[src/rtl/mmio_bridge_pkg.sv]
// ===========================================================================
// mmio_bridge_pkg : shared types and constants for the MMIO bridge blocks
// Revision 1.0
// ===========================================================================
`default_nettype none

package mmio_bridge_pkg;

  localparam int MMIO_RSP_FIFO_DEPTH = 256;

  typedef struct packed {
    logic [9:0]  tag;
    logic [13:0] length;
    logic [15:0] req_id;
    logic [23:0] low_addr;
  } rd_req_t;

  typedef enum logic [0:0] {
    RD_IDLE  = 1'b0,
    RD_ISSUE = 1'b1
  } rd_sched_state_t;

endpackage

`default_nettype wire

[src/rtl/mmio_up_down_cnt.sv]
// ===========================================================================
// mmio_up_down_cnt : saturating up/down counter, 0..MAX_VAL
// Revision 1.0
// ===========================================================================
`default_nettype none

module mmio_up_down_cnt #(
  parameter int WIDTH   = 9,
  parameter int MAX_VAL = 256
) (
  input  logic             clk,
  input  logic             rst_n,
  input  logic             inc,
  input  logic             dec,
  output logic [WIDTH-1:0] count
);

  localparam logic [WIDTH-1:0] CAP = WIDTH'(MAX_VAL);

  // Coincident inc and dec cancel; a decrement at zero is dropped.
  always_ff @(posedge clk) begin
    if (!rst_n) begin
      count <= '0;
    end else if (inc && !dec && (count != CAP)) begin
      count <= count + 1'b1;
    end else if (dec && !inc && (count != '0)) begin
      count <= count - 1'b1;
    end
  end

endmodule

`default_nettype wire

[src/rtl/axis_mmio_rd_scheduler.sv]
// ===========================================================================
// axis_mmio_rd_scheduler : credit-limited MMIO read issue to AVMM with Tx
// sideband; optional response timeout via macro MMIO_RD_TIMEOUT_EN.
// Revision 1.0
// ===========================================================================
`default_nettype none

module axis_mmio_rd_scheduler
  import mmio_bridge_pkg::*;
#(
  parameter int AVMM_ADDR_WIDTH = 20,
  parameter int AVMM_DATA_WIDTH = 64,
  parameter int MAX_OUTSTANDING = 64,
  parameter int TIMEOUT_CYCLES  = 4096
) (
  input  logic                       clk,
  input  logic                       rst_n,
  input  logic                       req_valid,
  output logic                       req_ready,
  input  logic [AVMM_ADDR_WIDTH-1:0] req_addr,
  input  logic [9:0]                 req_tag,
  input  logic [13:0]                req_length,
  input  logic [15:0]                req_id,
  input  logic [23:0]                req_low_addr,
  output logic                       avmm_read,
  output logic [AVMM_ADDR_WIDTH-1:0] avmm_address,
  input  logic                       avmm_waitrequest,
  input  logic                       avmm_readdatavalid,
  input  logic [AVMM_DATA_WIDTH-1:0] avmm_readdata,
  output logic                       s2m_readdatavalid,
  output logic [AVMM_DATA_WIDTH-1:0] s2m_readdata,
  output logic                       tlp_rd_strb,
  output logic [9:0]                 tlp_rd_tag,
  output logic [13:0]                tlp_rd_length,
  output logic [15:0]                tlp_rd_req_id,
  output logic [23:0]                tlp_rd_low_addr,
  input  logic                       cpl_sent,
  output logic                       timeout_err,
  output logic [8:0]                 credit_cnt
);

  generate
    if (MAX_OUTSTANDING < 1 || MAX_OUTSTANDING > MMIO_RSP_FIFO_DEPTH) begin : g_bad_max
      $error("MAX_OUTSTANDING must lie in 1..MMIO_RSP_FIFO_DEPTH");
    end
    if (TIMEOUT_CYCLES < 16 || TIMEOUT_CYCLES > 65536) begin : g_bad_timeout
      $error("TIMEOUT_CYCLES must lie in 16..65536");
    end
  endgenerate

  rd_sched_state_t state;
  rd_req_t         req_q;
  logic [8:0]      pend_cnt;
  logic            accept;
  logic            inject;

  assign accept = req_valid && (credit_cnt < 9'(MAX_OUTSTANDING));

  // Strobe is tied to the AVMM acceptance cycle so the Tx tag FIFO is
  // always written before the matching response can reach it.
  assign tlp_rd_strb     = avmm_read && !avmm_waitrequest;
  assign tlp_rd_tag      = req_q.tag;
  assign tlp_rd_length   = req_q.length;
  assign tlp_rd_req_id   = req_q.req_id;
  assign tlp_rd_low_addr = req_q.low_addr;

  always_ff @(posedge clk) begin
    if (!rst_n) begin
      state        <= RD_IDLE;
      req_ready    <= 1'b0;
      avmm_read    <= 1'b0;
      avmm_address <= '0;
      req_q        <= '0;
    end else begin
      req_ready <= 1'b0;
      case (state)
        RD_IDLE: begin
          if (accept) begin
            req_q.tag      <= req_tag;
            req_q.length   <= req_length;
            req_q.req_id   <= req_id;
            req_q.low_addr <= req_low_addr;
            avmm_address   <= req_addr;
            avmm_read      <= 1'b1;
            req_ready      <= 1'b1;
            state          <= RD_ISSUE;
          end
        end
        RD_ISSUE: begin
          if (!avmm_waitrequest) begin
            avmm_read <= 1'b0;
            state     <= RD_IDLE;
          end
        end
        default: state <= RD_IDLE;
      endcase
    end
  end

  mmio_up_down_cnt #(.WIDTH(9), .MAX_VAL(MAX_OUTSTANDING)) u_credit_cnt (
    .clk   (clk),
    .rst_n (rst_n),
    .inc   (tlp_rd_strb),
    .dec   (cpl_sent),
    .count (credit_cnt)
  );

  mmio_up_down_cnt #(.WIDTH(9), .MAX_VAL(MAX_OUTSTANDING)) u_pend_cnt (
    .clk   (clk),
    .rst_n (rst_n),
    .inc   (tlp_rd_strb),
    .dec   (s2m_readdatavalid),
    .count (pend_cnt)
  );

  always_ff @(posedge clk) begin
    if (!rst_n) begin
      s2m_readdatavalid <= 1'b0;
      s2m_readdata      <= '0;
    end else if (avmm_readdatavalid) begin
      s2m_readdatavalid <= 1'b1;
      s2m_readdata      <= avmm_readdata;
    end else if (inject) begin
      s2m_readdatavalid <= 1'b1;
      s2m_readdata      <= '1;
    end else begin
      s2m_readdatavalid <= 1'b0;
    end
  end

`ifdef MMIO_RD_TIMEOUT_EN
  logic [15:0] tmo_cnt;

  // A real response in the expiry cycle suppresses the synthetic one.
  assign inject = (pend_cnt != '0) && !avmm_readdatavalid &&
                  (tmo_cnt == 16'(TIMEOUT_CYCLES - 1));

  always_ff @(posedge clk) begin
    if (!rst_n) begin
      tmo_cnt     <= '0;
      timeout_err <= 1'b0;
    end else begin
      if (avmm_readdatavalid || (pend_cnt == '0) || inject) begin
        tmo_cnt <= '0;
      end else begin
        tmo_cnt <= tmo_cnt + 16'd1;
      end
      if (inject) begin
        timeout_err <= 1'b1;
      end
    end
  end
`else
  assign inject      = 1'b0;
  assign timeout_err = 1'b0;
`endif

  pend_bounded: assert property (@(posedge clk) pend_cnt <= 9'(MAX_OUTSTANDING));

endmodule

`default_nettype wire

[config.mk]
export PLATFORM = sky130hd
export DESIGN_NAME = axis_mmio_rd_scheduler
export DESIGN_NICKNAME = d
export VERILOG_FILES = /design/src/rtl/mmio_bridge_pkg.sv /design/src/rtl/mmio_up_down_cnt.sv /design/src/rtl/axis_mmio_rd_scheduler.sv
export SDC_FILE = /design/constraint.sdc
export NUM_CORES = 1
export LEC_CHECK = 0
export BUFFER_PORTS_ARGS = -buffer_cell sky130_fd_sc_hd__clkbuf_2
export CORE_AREA = 2 2 122 124
export DETAILED_ROUTE_END_ITERATION = 6
export DIE_AREA = 0 0 124 126
export MAX_ROUTING_LAYER = met4
export PLACE_DENSITY_LB_ADDON = 0.2
export SLEW_MARGIN = 40
export SYNTH_ARGS = -nofsm -noshare
export SYNTH_HDL_FRONTEND = slang
export SYNTH_SLANG_ARGS = --single-unit
[constraint.sdc]
create_clock -name clk -period 5.5 [get_ports clk]
set_input_delay 0.275 -clock clk [delete_from_list [all_inputs] [get_ports clk]]
set_output_delay 0.275 -clock clk [all_outputs]
set_load 0.05 [all_outputs]
==> summary.md <==
| Metric | Value |
|---|---|
| Outcome | completed |
| Most area-hungry cell type in the Yosys netlist | dfxtp_1 |
| Reg-to-Reg Start | u_credit_cnt.count[0] |
| Total power | 4.31 mW |
| Commonest non-fill, non-tap cell in the layout | clkbuf_2 |
| Mux contribution to synthesized area | 11.8% |
| Commonest cells after routing, fill and taps aside | clkbuf_2, nand2_1, dfxtp_1 |
| Worst R2R End | u_credit_cnt.count[7] |
| Die area | 0.0156 mm2 |
| Reg clk slew, reported paths | 0.06 ns |
| Nets@finish | 1115 |
| Worst-skew pair later-pin latency | 0.42 ns |
| Antenna-violating nets left | 0 |
| Post-Synthesis Cells | 662 |
| Hold path endpoint | tlp_rd_low_addr[8] |
| Worst min path class | in2reg |
| WP data arrival | 3.14 ns |
| Vias in the first global route | 4875 |
| Post-synth EDFFs | 0 |
| Clock period minus worst slack | 2.87 ns |
| Routed vias | 5348 |
| Cts repair resizes | 0 |
| Area of the mapped netlist | 0.00595 mm2 |
| Final hold violation count | 0 |
| Netlist cell types | 37 |
| Post-synth top area share | 54.1% |
| IO buf count | 314 |
| Synth warn | 0 |
| Adder-cell share of the synthesized area | 1.81% |
| Worst endpoint required time | 5.77 ns |
| Initial Utilization | 41.6% |
| Worst Tran Pin Value | 0.829 ns |
| Hold Path Depth | 3 |
| Final setup fails | 0 |
| Number of vias per cell | 4.65 |
| Post-CTS Hold Buffers | 0 |
| Worst path top cell family by delay | compound AO/OA/AOI/OAI gates |
| TritonCTS clock tree | yes |
| CP max-delay cell | dfxtp_1 |
| Post-DP HPWL | 11100 um |
| Crit Path Class | reg2reg |
| Final Slew Violations | 0 |
| Layout Utilization | 57.0% |
| Drt pass-1 iters | 5 |
| Largest net degree at the start of global routing | 82 |
| Initial antenna violation count | 0 |
| Setup bufs post-CTS | 0 |
| Layout cells sized above 1 | 37.1% |
| Core box area | 0.0143 mm2 |
| Ant. Diodes | 0 |
| Critical Path Fanout Max | 7 |
| Die Span Y | 126 um |
| Placer Congestion | 0.803 |
| Syn Nets | 824 |
| Post-route setup TNS | 0 ns |
| DR iter-0 viols | 199 |
| Total CTS buffers | 17 |
| Crit end category | register |
| Clk_skew | 0.00908 ns |
| Setup ws final | 2.63 ns |
| CP bufs+invs | 1 |
| Max Cap Viol | 0 |
| Syn-to-layout area delta | 37.0% |
| Leak | 4.01 nW |
| Worst slack, placed | 2.73 ns |
| Clk buf depth | 2 |
| Grt total ovfl | 0 |
| Hold Path Origin | req_low_addr[8] |
| Ports | 316 |
| Ys flop type | dfxtp_1 |
| RSZ-0062 raised after global routing | no |
| Synth Area in XOR/XNOR | 1.03% |
| Relative slew slack | 44.7% |
| Global-route wire length before repair | 23800 um |
| CTS sink cnt | 161 |
| Total Wirelength | 15800 um |
| Startpoint Class | register |
| Wirelength per Cell | 13.7 um |
| Max frequency | 349 MHz |
| Main area contributors after synthesis | dfxtp_1, mux2i_1, nand2_1, a21oi_1, nor2_1 |
| Pwr Density | 529 mW/mm2 |
| Max incr delay on CP | 0.47 ns |
| Cell Rows | 44 |
| Tcrit/Tclk final | 52.1% |
| Simple-gate share of the synthesized area | 17.3% |
| FF+latch count, synth | 161 |
| Cell at the root of the clock tree | clkbuf_16 |
| # fillers | 1381 |
| Total Routing Usage GR | 20.0% |
| Cell Chain, Critical Path | nor4_2, a311oi_2, inv_1, ha_1, a211oi_1, o21ai_0, o31ai_1, xor2_1, a211oi_2 |
| Mean Syn Cell Area | 8.99 um2 |
| Register area share after synthesis | 54.1% |
| Share of synthesized flip-flops with an asynchronous set or reset | 0% |
| R2R cell count | 9 |
| Main combinational cell family by area after synthesis | simple AND/OR/NAND/NOR gates |
| # DRC | 0 |
| Flop2flop setup slack | 2.63 ns |
| Peak VDD IR | 0.265 mV |
| Compound-cell area share of the yosys netlist | 9.94% |
| Die X | 124 um |
| CTS H-tree depth | 4 |
cell families (layout without fill, tap and decap cells):
| group | Yosys count | in the layout |
|---|---|---|
| compound gates | 105 | 105 |
| xor+xnor | 7 | 7 |
| fa+ha+maj | 8 | 8 |
| buf+inv | 51 | 354 |
| flops | 161 | 161 |
| mux | 70 | 70 |
| other cells | 1 | 1 |
| simple gates | 259 | 259 |
metrics by stage:
step | instance area (um2) | hold WS [ns] | std cells
finish | 8160 | 0.0710 | 1149
global route | 8160 | 0.0634 | 1149
CTS | 8160 | 0.0524 | 1149
detailed placement | 7570 | 0.446 | 1118
global placement | 7570 | 0.442 | 1118
floorplan | 5950 | 0.402 | 662
Yosys cell counts (2+ instances only):
| master | n |
|---|---|
| and2_1 | 2 |
| buf_1 | 3 |
| nand2b_1 | 4 |
| inv_1 | 6 |
| dfxtp_1 | 161 |
| clkbuf_1 | 24 |
| mux2i_1 | 70 |
| xor2_1 | 4 |
| a21oi_1 | 89 |
| xnor2_1 | 3 |
| buf_4 | 7 |
| nand2_1 | 173 |
| nor2_1 | 74 |
| ha_1 | 7 |
| buf_2 | 10 |
| a21o_1 | 2 |
| o21ai_0 | 2 |
| a211oi_2 | 2 |
state kept, by name (all words and copies together) (netlist names):
register and cells:
s2m_readdata 64, tlp_rd_low_addr 24, avmm_address 20, tlp_rd_req_id 16, tlp_rd_length 14, tlp_rd_tag 10, u_credit_cnt.count 9, avmm_read 1
req_ready 1, s2m_readdatavalid 1, state 1
metal layers:
metal	track usage (%)	share of wire, %	vias up
met5	-	0	-
met4	8.20	2.6	0
met3	6.79	9.5	27
met2	31.9	46	227
met1	22.9	42	2342
li1	-	-	2752
power breakdown:
part | leakage, nW | internal [mW] | total, mW | switching, mW
clock network | 0.278 | 0.701 | 1.15 | 0.449
logic | 2.41 | 0.453 | 1.68 | 1.22
registers | 1.32 | 1.36 | 1.49 | 0.123
total | 4.01 | 2.52 | 4.31 | 1.79
worst max-delay path by stage:
stage | startpoint | end | slack (ns) | depth (start not counted)
floorplan | u_credit_cnt.count[0] | u_credit_cnt.count[8] | 2.69 | 9
global placement | avmm_waitrequest | u_credit_cnt.count[7] | 2.74 | 10
detailed placement | avmm_waitrequest | u_credit_cnt.count[7] | 2.73 | 10
CTS | u_credit_cnt.count[0] | u_credit_cnt.count[7] | 2.64 | 9
global route | u_credit_cnt.count[0] | u_credit_cnt.count[7] | 2.39 | 9
finish | u_credit_cnt.count[0] | u_credit_cnt.count[7] | 2.63 | 9
worst register-to-register path: cells and delay by family (launching register included):
| kind | cells | cell delay [ns] |
|---|---|---|
| buffers and inverters | 1 | 0.25 |
| DFF | 1 | 0.47 |
| xor gates and xnor gates | 1 | 0.22 |
| adders and majority gates | 1 | 0.35 |
| AOI/OAI and AO/OA | 5 | 1.33 |
| and+or+nand+nor | 1 | 0.11 |
cell type report:
class,count,area [um2],area share [%]
clock buffer,22,474,5.81
clock inverter,9,106,1.30
inverter,6,27.5,0.337
multi-input combinational,450,2500,30.6
sequential,161,3220,39.5
tap,184,230,2.82
timing repair buffer,317,1600,19.6
Power figures use the tool's default switching activity.
